## config.mk

```make
export PLATFORM = sky130hd
export DESIGN_NAME = qmfir_uart_host
export DESIGN_NICKNAME = d
export VERILOG_FILES = /design/src/rtl/qmfir_uart_pkg.sv /design/src/rtl/qmfir_uart_tmo.sv /design/src/rtl/qmfir_uart_host.sv
export SDC_FILE = /design/constraint.sdc
export NUM_CORES = 1
export LEC_CHECK = 0
export CAP_MARGIN = 20
export CELL_PAD_IN_SITES_DETAIL_PLACEMENT = 0
export CELL_PAD_IN_SITES_GLOBAL_PLACEMENT = 1
export CORE_MARGIN = 3
export CORE_UTILIZATION = 35
export CTS_BUF_LIST = sky130_fd_sc_hd__clkbuf_8
export CTS_CLUSTER_DIAMETER = 60
export CTS_CLUSTER_SIZE = 8
export DETAILED_ROUTE_END_ITERATION = 8
export GPL_TIMING_DRIVEN = 0
export PLACE_DENSITY_LB_ADDON = 0.1
export SYNTH_ARGS = -nofsm -noshare
export SYNTH_HDL_FRONTEND = slang
export SYNTH_SLANG_ARGS = --single-unit
```

## constraint.sdc

```tcl
create_clock -name clk -period 2.5 [get_ports clk]
set_input_delay 0.5 -clock clk [delete_from_list [all_inputs] [get_ports clk]]
set_output_delay 0.5 -clock clk [all_outputs]
set_load 0.02 [all_outputs]
```

## src/rtl/qmfir_uart_pkg.sv

```systemverilog
// Shared definitions for the UART host bridge: FSM states, command word
// layout and frame sizes.
package qmfir_uart_pkg;

   typedef enum logic [3:0] {
      ST_IDLE,
      ST_CMD1,
      ST_CMD2,
      ST_WD1,
      ST_WD2,
      ST_WD3,
      ST_WD4,
      ST_RD1,
      ST_RD2,
      ST_RD3,
      ST_DONE
   } state_e;

   // Command word: {wr, mem, addr[13:0]}
   localparam int CMD_WR      = 15;
   localparam int CMD_MEM     = 14;
   localparam int CMD_ADDR_HI = 13;
   localparam int CMD_ADDR_LO = 0;

   // Bytes per frame, host->device / device->host
   localparam int WR_TX_BYTES = 6;
   localparam int WR_RX_BYTES = 0;
   localparam int RD_TX_BYTES = 2;
   localparam int RD_RX_BYTES = 3;

endpackage

```

## src/rtl/qmfir_uart_tmo.sv

```systemverilog
// Read-response timeout counter. tc_o fires on the enabled cycle that
// brings the count up to TMO_CYC.
module qmfir_uart_tmo #(
   parameter int unsigned TMO_CYC = 65535
) (
   input  logic clk_i,
   input  logic rst_i,
   input  logic clr_i,
   input  logic en_i,
   output logic tc_o
);

   localparam int unsigned W = (TMO_CYC < 2) ? 1 : $clog2(TMO_CYC + 1);

   logic [W-1:0] cnt_q, cnt_d;

   assign tc_o = en_i && (cnt_q == W'(TMO_CYC - 1));

   always_comb begin
      cnt_d = cnt_q;
      if (clr_i)
         cnt_d = '0;
      else if (en_i)
         cnt_d = cnt_q + 1'b1;
   end

   always_ff @(posedge clk_i) begin
      if (rst_i)
         cnt_q <= '0;
      else
         cnt_q <= cnt_d;
   end

endmodule

```

## src/rtl/qmfir_uart_host.sv

```systemverilog
// Host-side UART bridge: serialises a register/memory request into TX FIFO
// bytes and collects the 3-byte read response from the RX FIFO.
module qmfir_uart_host
   import qmfir_uart_pkg::*;
#(
   parameter int unsigned TMO_CYC = 65535
) (
   input  logic        clk,
   input  logic        rst,
   input  logic        req_valid,
   output logic        req_ready,
   input  logic        req_wr,
   input  logic        req_mem,
   input  logic [13:0] req_addr,
   input  logic [31:0] req_wdata,
   output logic        rsp_valid,
   output logic        rsp_err,
   output logic [23:0] rsp_rdata,
   output logic [7:0]  tx_din,
   output logic        tx_we,
   input  logic        tx_full,
   input  logic [7:0]  rx_dout,
   output logic        rx_re,
   input  logic        rx_empty
);

   state_e      state_q, state_d;
   logic [15:0] cmd_q, cmd_d;
   logic [31:0] data_q, data_d;
   logic [23:0] rdata_q, rdata_d;
   logic        err_q, err_d;
   logic        send, rd_st, tmo;
   logic [7:0]  tx_byte;

   assign send  = state_q inside {ST_CMD1, ST_CMD2, ST_WD1, ST_WD2, ST_WD3, ST_WD4};
   assign rd_st = state_q inside {ST_RD1, ST_RD2, ST_RD3};

   // Outside RD states any RX byte is stray and is drained; DONE leaves it queued.
   assign rx_re     = ~rst & ~rx_empty & (rd_st | send | (state_q == ST_IDLE));
   assign tx_we     = ~rst & send & ~tx_full;
   assign tx_din    = rst ? 8'h00 : tx_byte;
   assign req_ready = (state_q == ST_IDLE);
   assign rsp_valid = ~rst & (state_q == ST_DONE);
   assign rsp_err   = err_q;
   assign rsp_rdata = rdata_q;

   qmfir_uart_tmo #(.TMO_CYC(TMO_CYC)) u_tmo (
      .clk_i (clk),
      .rst_i (rst),
      .clr_i (~rd_st | ~rx_empty),
      .en_i  (rd_st & rx_empty),
      .tc_o  (tmo)
   );

   always_comb begin
      case (state_q)
         ST_CMD1: tx_byte = cmd_q[15:8];
         ST_CMD2: tx_byte = cmd_q[7:0];
         ST_WD1:  tx_byte = data_q[31:24];
         ST_WD2:  tx_byte = data_q[23:16];
         ST_WD3:  tx_byte = data_q[15:8];
         ST_WD4:  tx_byte = data_q[7:0];
         default: tx_byte = 8'h00;
      endcase
   end

   always_comb begin
      state_d = state_q;
      cmd_d   = cmd_q;
      data_d  = data_q;
      rdata_d = rdata_q;
      err_d   = err_q;
      case (state_q)
         ST_IDLE: if (req_valid) begin
            cmd_d   = {req_wr, req_mem, req_addr};
            data_d  = req_wdata;
            rdata_d = '0;
            err_d   = 1'b0;
            state_d = ST_CMD1;
         end
         ST_CMD1: if (!tx_full) state_d = ST_CMD2;
         ST_CMD2: if (!tx_full) state_d = cmd_q[CMD_WR] ? ST_WD1 : ST_RD1;
         ST_WD1:  if (!tx_full) state_d = ST_WD2;
         ST_WD2:  if (!tx_full) state_d = ST_WD3;
         ST_WD3:  if (!tx_full) state_d = ST_WD4;
         ST_WD4:  if (!tx_full) state_d = ST_DONE;
         ST_RD1, ST_RD2, ST_RD3: begin
            // Shift-in lands the first response byte in [23:16].
            if (!rx_empty) begin
               rdata_d = {rdata_q[15:0], rx_dout};
               state_d = (state_q == ST_RD1) ? ST_RD2 :
                         (state_q == ST_RD2) ? ST_RD3 : ST_DONE;
            end else if (tmo) begin
               rdata_d = '0;
               err_d   = 1'b1;
               state_d = ST_DONE;
            end
         end
         ST_DONE: state_d = ST_IDLE;
         default: state_d = ST_IDLE;
      endcase
   end

   always_ff @(posedge clk) begin
      if (rst) begin
         state_q <= ST_IDLE;
         cmd_q   <= '0;
         data_q  <= '0;
         rdata_q <= '0;
         err_q   <= 1'b0;
      end else begin
         state_q <= state_d;
         cmd_q   <= cmd_d;
         data_q  <= data_d;
         rdata_q <= rdata_d;
         err_q   <= err_d;
      end
   end

endmodule

```

# Word-level counts from Yosys, hierarchy flattened
# Cells that the tools add are included.
totals:
  reg_bits: 93
  in_bits: 61
  elab_cells: 75
op_classes:
  n_addsub: 1
  eq_ne: 21
  n_mux: 23
  bitwise_logic: 13
  reduce_logical: 11
op_table:
  columns: ["op", "count"]
  rows:
  - ["$mux W24", 3]
  - ["$pmux W24 S2", 1]
  - ["$pmux W8 S6", 1]
  - ["$mux W4", 9]
  - ["$pmux W4 S8", 1]
  - ["$ne A2 B2 Y1 const B", 9]
  - ["$add A16 B1 Y16 const B", 1]
  - ["$eq A16 B16 Y1 const B", 1]
  - ["$eq A4 B3 Y1 const B", 4]
  - ["$eq A4 B4 Y1 const B", 3]
  - ["$eq A4 B2 Y1 const B", 2]
  - ["$mux W8", 1]
  - ["$reduce_and A8 Y1", 1]
  - ["$and A1 B1 Y1", 6]
  - ["$reduce_bool A6 Y1", 1]
  - ["$eq A4 B1 Y1 const B", 1]
  - ["$logic_not A4 Y1", 1]
  - ["$mux W2", 2]
  - ["$not A1 Y1", 4]
  - ["$reduce_and A4 Y1", 1]
  - ["$mux W1", 3]
  - ["$mux W3", 1]
  - ["$ne A3 B3 Y1 const B", 1]
  - ["$or A1 B1 Y1", 3]
  - ["8 further kinds", 8]

# Logic depth before layout (Yosys ltp)
# Gate-level depths: netlist of run 1.
logic_depth:
  depth_word: 7
  depth_mapped: 7
  mapped_depth_nobuf: 6

# Hierarchy
# From an unflattened synthesis of run 1, not the netlist that was laid out.
unflattened:
  cells_unflattened: 540
  hier_area_um2: 4426.7
modules_own_cells:
  columns: ["module", "instances", "cells_per_inst", "area_per_inst_um2", "seq_area_each_um2"]
  rows:
  - ["qmfir_uart_host", 1, 447, 3611.0, 1541.5]
  - ["qmfir_uart_tmo", 1, 93, 815.8, 320.3]

# Worst setup path after synthesis of run 1
# OpenSTA, ideal clock, no wires.
synth_path:
  path_type: "reg2out"
  start: "register state_q[1]"
  end: "output port tx_din[0]"
  arrival_ns: 1.747
  setup_slack_ns: 0.253
  stages_incl_launch_ff: 6
  path_buffers: 1
  cell_sequence: "dfxtp_1 > buf_2 > inv_1 > nor3_1 > a22oi_1 > a31oi_1"
synth_between:
  elab_chain_len: 3
  word_cells_on_any_way: 8
  cone_classes: "eq/ne: 6; mux: 2"
synth_lines:
  columns: ["item", "line_no", "text"]
  rows:
  - ["start, declared", "qmfir_uart_host.sv:27", "state_e state_q, state_d;"]
  - ["start signal, assigned", "qmfir_uart_host.sv:112", "state_q <= state_d;"]
  - ["$eq A4 B3 Y1, or another cell as far along", "qmfir_uart_host.sv:56", "case (state_q)"]
  - ["$pmux W8 S6 (*)", "qmfir_uart_host.sv:56", null]
  - ["$mux W8 (*)", "qmfir_uart_host.sv:41", "assign tx_din = rst ? 8'h00 : tx_byte;"]
  - ["end, declared", "qmfir_uart_host.sv:19", "output logic [7:0] tx_din,"]
# Every way passes the cells marked *; elsewhere a longest branch is shown, timed or not.

# Final worst setup path of run 1
layout_path:
  start: "register state_q[0]"
  end: "output port tx_din[6]"
# Same word-level chain as after synthesis.

==> impl_results.md, run 1 <==
* PD cells at just over 800 mW/mm2
* Worst reg2reg setup slack at 0.51 ns
* Syn Nets at approximately 510
* Max-slew violations at 0
* Inserted Clock Buffers at 9
* Fin Clk Skew at 0.0179 ns
* GP Congestion at just over 0.8
* Crit-path slowest cell: dfxtp_2
* FFs w/ async S/R, synth at 0%
* Status: complete, no violations
* Avg Inst Size Synth at roughly 8.6 um2
* Minimum clock period at about 2.5 ns
* R2R Path End: rsp_rdata[18]$_SDFFE_PP0P_
* DR vias at between 3,000 and 4,000
* Final setup violation count at 0
* Most frequent cell on the critical path: buf_4
* Rel. slew slack at a little over three fifths
* CP Capture Point: tx_din[6]
* Fmax at about 410 MHz
* Die area at 0.0122 mm2
* Leak pwr at 0.00196 uW
* CP Buf/Inv Count at 5
* Synth warn at 0
* Delay of the slowest critical-path stage at about 0.35 ns
* Starting Density at a little over a third
* R2R depth at 6
* R2R Path Start: state_q[2]$_SDFFE_PP0P_
* Post-synth EDFFs at 0
* Detailed Route WL at roughly 11,000 um
* Largest net degree at the start of global routing at 16
* Sink Count at 93
* Vias in the first global route at between 3,000 and 4,000
* Layout cells sized above 1 at around 16%
* First-pass GRT wire length at 17,700 um
* Critical Path RT at ~2 ns
* Worst-Margin Slew at roughly 0.55 ns
* Worst-Skew Late Latency at between 0.3 and 0.4 ns
* Layout Utilization at between 50% and 60%
* Register area share after synthesis at 48.8%
* CTS tree: yes
* CTS clk-pin slew, worst paths at 0.10 ns
* Internal power at between 2000 and 3000 uW
* Pre-antenna DRT Iters at 5
* Sw Share at a little over a third
* Die height at approximately 110 um
* Total Neg Setup Slack at 0 ns
* Mapped Cells at 445
* DRC viols at 0
* P&R area growth vs syn at 43.9%
* Kind of critical path: reg -> out
* RSZ-0062 raised after global routing: true
* Overall power at ~4400 uW
* # port buffers at 97
* Final Hold Vio Count at 0
* # IOs at 98
* Clock Power Share at between 20% and 30%
* Instance count on the critical path at 8
* Worst Setup SP: state_q[0]$_SDFFE_PP0P_
* Crit path DAT at just under 2 ns
* Psw at ~1600 uW
* Worst ir drop on vdd at approximately 0.37 mV
* Via density at ~5
* 1st-iter DRT viols at ~190
* Seq cells post-synth at 93
* Seq pwr share at 40.4%
* Most used DFF post-synth: dfxtp_1
* Row cnt at 37
* Top cell family by delay on the critical path: buffers and inverters
* MaxCap Viol Count at 0
* Final nets at around 640
* Startpoint Class: register
* Chip width at ~110 um
* Min-Delay Path Class: reg -> reg
* HPWL Detailed at 7750 um
* Initial antenna violation count at 0
* Worst path cell trace: buf_8, clkinvlp_4, buf_6, nor3_4, buf_4, a22oi_1, a31oi_4, buf_4
* CTS H-tree lvls at 3
* CP max FO at 8
* Comb pwr share at approximately 37%
* Routed Antenna Nets at 0
* Clock buffer depth at 2
* CP Capture Type: output pin
* Number of diodes at 0
* CTS Root Cell: clkbuf_8
* Grt ovf at 0
* Post-CTS Hold Buffers at 0
* Cell variety after synth at 40
* Core Box Area at between 0.01 and 0.015 mm2
* WL/cell at 15.0 um
* GRT Overall Usage at between 10% and 20%
* Ratio of final minimum period to clock period at between 90% and 100%
* Netlist Area Pre-Place at between 0.003 and 0.004 mm2
==> final cells by class <==
type                    count  area [um2]
multi-input cells         316        1890
clock inverters             5        60.1
repair buffers            120        1150
clock buffers              10         138
well taps                 136         170
inverters                   6        30.0
flip-flops and latches     93        1870
fillers                  1041        4970
plain buffers              27         180
==> power groups by stage <==
stage	combinational, uW	sequential (uW)	clock [uW]
2_1_floorplan	870	1780	0
3_3_place_gp	1280	1810	0
3_5_place_dp	1300	1810	0
4_1_cts	1560	1790	1040
5_1_grt	1800	1810	1100
6_report	1640	1790	1010
==> per-stage QoR <==
stage / instance area (um2) / hold WS, ns / instances / worst slack (ns)
2_1_floorplan: 3820 / 0.436 / 445 / 0.253
3_3_place_gp: 4960 / 0.442 / 678 / -0.727
3_5_place_dp: 4960 / 0.446 / 678 / -0.803
4_1_cts: 5380 / 0.459 / 707 / -0.00248
5_1_grt: 5490 / 0.482 / 713 / -0.0682
6_report: 5490 / 0.462 / 713 / 0.0405
==> worst reg2reg max path, stage by stage (launching register included) <==
cell and delay, ns:
dfxtp_4 0.36, buf_4 0.16, nor3b_2 0.33, nor2_1 0.11, nor3_2 0.32, clkbuf_1 0.45, a22o_1 0.20
==> layer usage <==
metal  part of all wire (%)  routed length (um)  global-route usage, %  up-vias
met4                   0.99                 106                   4.76        0
met2                     48                5110                   28.7       86
met5                      0                   0                      0        -
met3                    6.0                 639                   5.42        8
li1                       -                   -                      -     1820
met1                     45                4850                   22.4     1644
==> cells in the mapped netlist, types with 2 or more instances <==
library cell	n	share of area [%]
nand2_1	100	9.8
ha_1	2	0.66
nor3_2	3	0.79
and3_1	6	0.98
a21oi_1	58	7.6
dfxtp_1	93	49
or4_1	2	0.39
nor3_1	9	1.2
nor2_1	29	2.9
a22oi_1	24	4.7
a22o_1	24	5.5
inv_1	6	0.59
a31oi_1	9	1.5
nand3_1	11	1.4
clkbuf_1	16	1.6
buf_2	8	1.0
nor4_1	2	0.33
xor2_1	6	1.4
nand4_1	2	0.33
a211o_1	2	0.46
buf_6	4	1.2
xnor2_1	7	1.6
and2_1	2	0.33
o21ai_0	4	0.52
==> worst min-delay path by stage <==
stage                            start                       to  slack, ns  cells past startpoint
2_1_floorplan    cmd_q[0]$_SDFFE_PP0P_    cmd_q[0]$_SDFFE_PP0P_       0.44                      2
3_3_place_gp    cmd_q[10]$_SDFFE_PP0P_   cmd_q[10]$_SDFFE_PP0P_       0.44                      2
3_5_place_dp     cmd_q[4]$_SDFFE_PP0P_    cmd_q[4]$_SDFFE_PP0P_       0.45                      2
4_1_cts          cmd_q[4]$_SDFFE_PP0P_    cmd_q[4]$_SDFFE_PP0P_       0.46                      2
5_1_grt        data_q[12]$_SDFFE_PP0P_  data_q[12]$_SDFFE_PP0P_       0.48                      2
6_report         cmd_q[2]$_SDFFE_PP0P_    cmd_q[2]$_SDFFE_PP0P_       0.46                      2
==> logic make-up (layout without fill, tap and decap cells) <==
kind of cell | Yosys count | in the layout | synth area share [%]
xor+xnor | 13 | 13 | 2.98
simple gates | 174 | 174 | 20.5
fa+ha+maj | 2 | 2 | 0.655
compound gates | 127 | 127 | 22.4
buf+inv | 36 | 168 | 4.69
flops | 93 | 93 | 48.8
==> registers in the layout (all words and copies together), names as in the netlist <==
signal / flops
data_q: 32
rsp_rdata: 24
cmd_q: 16
u_tmo.cnt_q: 16
state_q: 4
rsp_err: 1
==> what timing repair did <==
action / in CTS / in global routing
gates cloned: 0 / 0
pin swaps: 7 / 6
setup buffers: 17 / 6
gates resized for setup: 92 / 15
setup endpoints to repair: 12 / 9
==> placed cells by master, fill, tap and decap left out, types with 3 or more instances in the layout <==
cell,synthesis,final
nand2_1,100,100
dfxtp_1,93,89
clkdlybuf4s50_1,0,84
a21oi_1,58,58
nor2_1,29,27
buf_4,1,26
a22o_1,24,24
a22oi_1,24,20
clkbuf_1,16,12
nand3_1,11,11
buf_6,4,10
clkbuf_8,0,10
nor3_1,9,7
xnor2_1,7,7
buf_2,8,6
a31oi_1,9,6
xor2_1,6,6
and3_1,6,5
inv_1,6,4
a22oi_2,0,4
o21ai_0,4,4
dlygate4sd2_1,0,4
buf_8,0,3
clkinvlp_4,0,3
nor3_4,0,3
a31oi_4,0,3
(Power assumes the default switching activity.)
==> run 2: changes to the inputs <==
--- a/config.mk
+++ b/config.mk
@@ -14,6 +14,7 @@
 export CTS_CLUSTER_DIAMETER = 60
 export CTS_CLUSTER_SIZE = 8
 export DETAILED_ROUTE_END_ITERATION = 8
+export DONT_BUFFER_PORTS = 1
 export GPL_TIMING_DRIVEN = 0
 export PLACE_DENSITY_LB_ADDON = 0.1
 export SYNTH_ARGS = -nofsm -noshare
==> impl_results.md, run 2 (synthesis gave the netlist of run 1 again) <==
* P&R area growth vs syn at 19.5%
* Post-CTS Hold Buffers at 0
* CTS tree: yes
* Hold WS at ~0.26 ns
* Total Neg Setup Slack at 0 ns
* Reg area at approximately 0.0019 mm2
* MaxCap Viol Count at 0
* Most common cell after layout, fill and taps aside: nand2_1
* Final setup violation count at 0
* Crit-path slowest cell: a2111o_2
* Max-slew violations at 0
* Commonest non-fill, non-tap cells in the layout: nand2_1 (100), dfxtp_1 (91), a21oi_1 (58), nor2_1 (26), a22o_1 (24)
* Largest net degree at the start of global routing at 17
* Grt ovf at 0
* # IOs at a little under 100
* Initial antenna violation count at 0
* Max reg flops at 32
* CTS clk-pin slew, worst paths at approximately 0.10 ns
* Worst-Skew Late Latency at between 0.3 and 0.4 ns
* Worst-Margin Slew at between 0.8 and 0.9 ns
* DR vias at between 3,000 and 4,000
* Worst ir drop on vdd at roughly 0.34 mV
* CP Capture Type: output pin
* Worst Setup SP: state_q[2]$_SDFFE_PP0P_
* R2R Path End: data_q[29]$_SDFFE_PP0P_
* Min-Delay Path Class: in -> reg
* Number of diodes at 0
* Overall power at 4380 uW
* Die area at about 0.012 mm2
* PnR worst setup slack at about 0.1 ns
* Layout cells sized above 1 at 15.7%
* Ratio of final minimum period to clock period at ~96%
* Inserted Clock Buffers at 9
* Minimum clock period at ~2.4 ns
* CP max FO at 10
* Chip width at roughly 110 um
* Sink Count at just over 90
* Fmax at 417 MHz
* R2R Path Start: state_q[0]$_SDFFE_PP0P_
* Pre-antenna DRT Iters at 5
* GRT Overall Usage at 16.9%
* Die height at 110 um
* First-pass GRT wire length at between 15,000 and 20,000 um
* # port buffers at 0
* DRC viols at 0
* Multi-input combinational cell area at between 0.0015 and 0.002 mm2
* Vias in the first global route at 3,142
* WL/cell at 16.9 um
* Delay of the slowest critical-path stage at 0.42 ns
* RSZ-0062 raised after global routing: false
* Worst path cell trace: buf_6, and3_1, a2111o_2, buf_12, a31oi_4
* Startpoint Class: register
* HPWL Detailed at 7560 um
* Status: complete, no violations
* Starting Density at 36.5%
* 1st-iter DRT viols at between 200 and 250
* R2R depth at 10
* Routed Antenna Nets at 0
* Worst reg2reg setup slack at roughly 0.39 ns
* Final Hold Vio Count at 0
* Critical Path RT at around 2.0 ns
* GP Congestion at ~0.77
* Rel. slew slack at between 40% and 50%
* Row cnt at 37
* Reg with most FFs: data_q
* Leak pwr at ~0.0015 uW
* Clock buffer depth at 2
* Detailed Route WL at 10,300 um
* CP Capture Point: tx_din[6]
* Crit path DAT at ~1.9 ns
* Final nets at around 530
* Kind of critical path: reg -> out
* CTS Root Cell: clkbuf_8
* Core Box Area at around 0.010 mm2
* CTS H-tree lvls at 3
* Via density at roughly 5.3
* Fillers at 1,073
* Fin Clk Skew at 0.0169 ns
* Dpl ws at -0.395 ns
* PD cells at 960 mW/mm2
[run 2: cell count changes in the layout (fill, tap and decap cells not counted), sizes merged]
cell / change
buf: -20
bufinv: +1
clkdlybuf4s50: -84
clkinv: +1
clkinvlp: -1
dlygate4sd2: -4
inv: +1
[run 2: timing repair]
item | CTS | global route
pin swaps | 4 | 1
endpoints found under the setup margin | 10 | 9
setup buffers | 6 | 5
gates resized for setup | 39 | 6
[run 2: critical path, delay by kind of cell, from the launching register on]
kind	cells	cell delay [ns]
flip-flops	1	0.38
AO/OA/AOI/OAI	2	0.66
AND/OR/NAND/NOR	1	0.18
buffers and inverters	2	0.32
[run 2: routing by layer]
layer	global-route usage, %	up-vias	wire length (um)
met1	21.8	1496	4540
met3	6.36	11	720
met5	0	-	0
li1	-	1614	-
met2	26.9	88	4850
met4	3.78	0	138
[run 2: worst min-delay path by stage]
stage | cells past startpoint | endpoint | slack, ns | from
finish | 1 | rsp_rdata[7]$_SDFFE_PP0P_ | 0.26 | rx_dout[7]
global route | 1 | rsp_rdata[2]$_SDFFE_PP0P_ | 0.23 | rx_dout[2]
CTS | 1 | rsp_rdata[7]$_SDFFE_PP0P_ | 0.24 | rx_dout[7]
detailed placement | 2 | cmd_q[6]$_SDFFE_PP0P_ | 0.45 | cmd_q[6]$_SDFFE_PP0P_
global placement | 2 | cmd_q[6]$_SDFFE_PP0P_ | 0.44 | cmd_q[6]$_SDFFE_PP0P_
floorplan | 2 | cmd_q[0]$_SDFFE_PP0P_ | 0.44 | cmd_q[0]$_SDFFE_PP0P_
[run 2: cell type report]
cell class / instances / share of cell area (%)
plain buffers: 27 / 3.59
multi-input cells: 316 / 43.1
inverters: 6 / 0.658
clock buffers: 9 / 2.72
flip-flops and latches: 93 / 41.0
clock inverters: 7 / 2.11
well taps: 136 / 3.73
repair buffers: 13 / 3.10
[run 2: power by group]
part	internal (uW)	switching, uW	leakage [uW]
Combinational	562	894	0.000648
Clock	569	545	0.000114
Sequential	1680	131	0.000757
Total	2810	1570	0.00152
[run 2: stage by stage]
step                      area, um2  instances  utilization, %
after CTS                      4490        602            42.9
final                          4560        607            43.6
after global routing           4560        607            43.6
after global placement         3990        581            38.1
after detailed placement       4000        583            38.2
after floorplan                3820        445               -
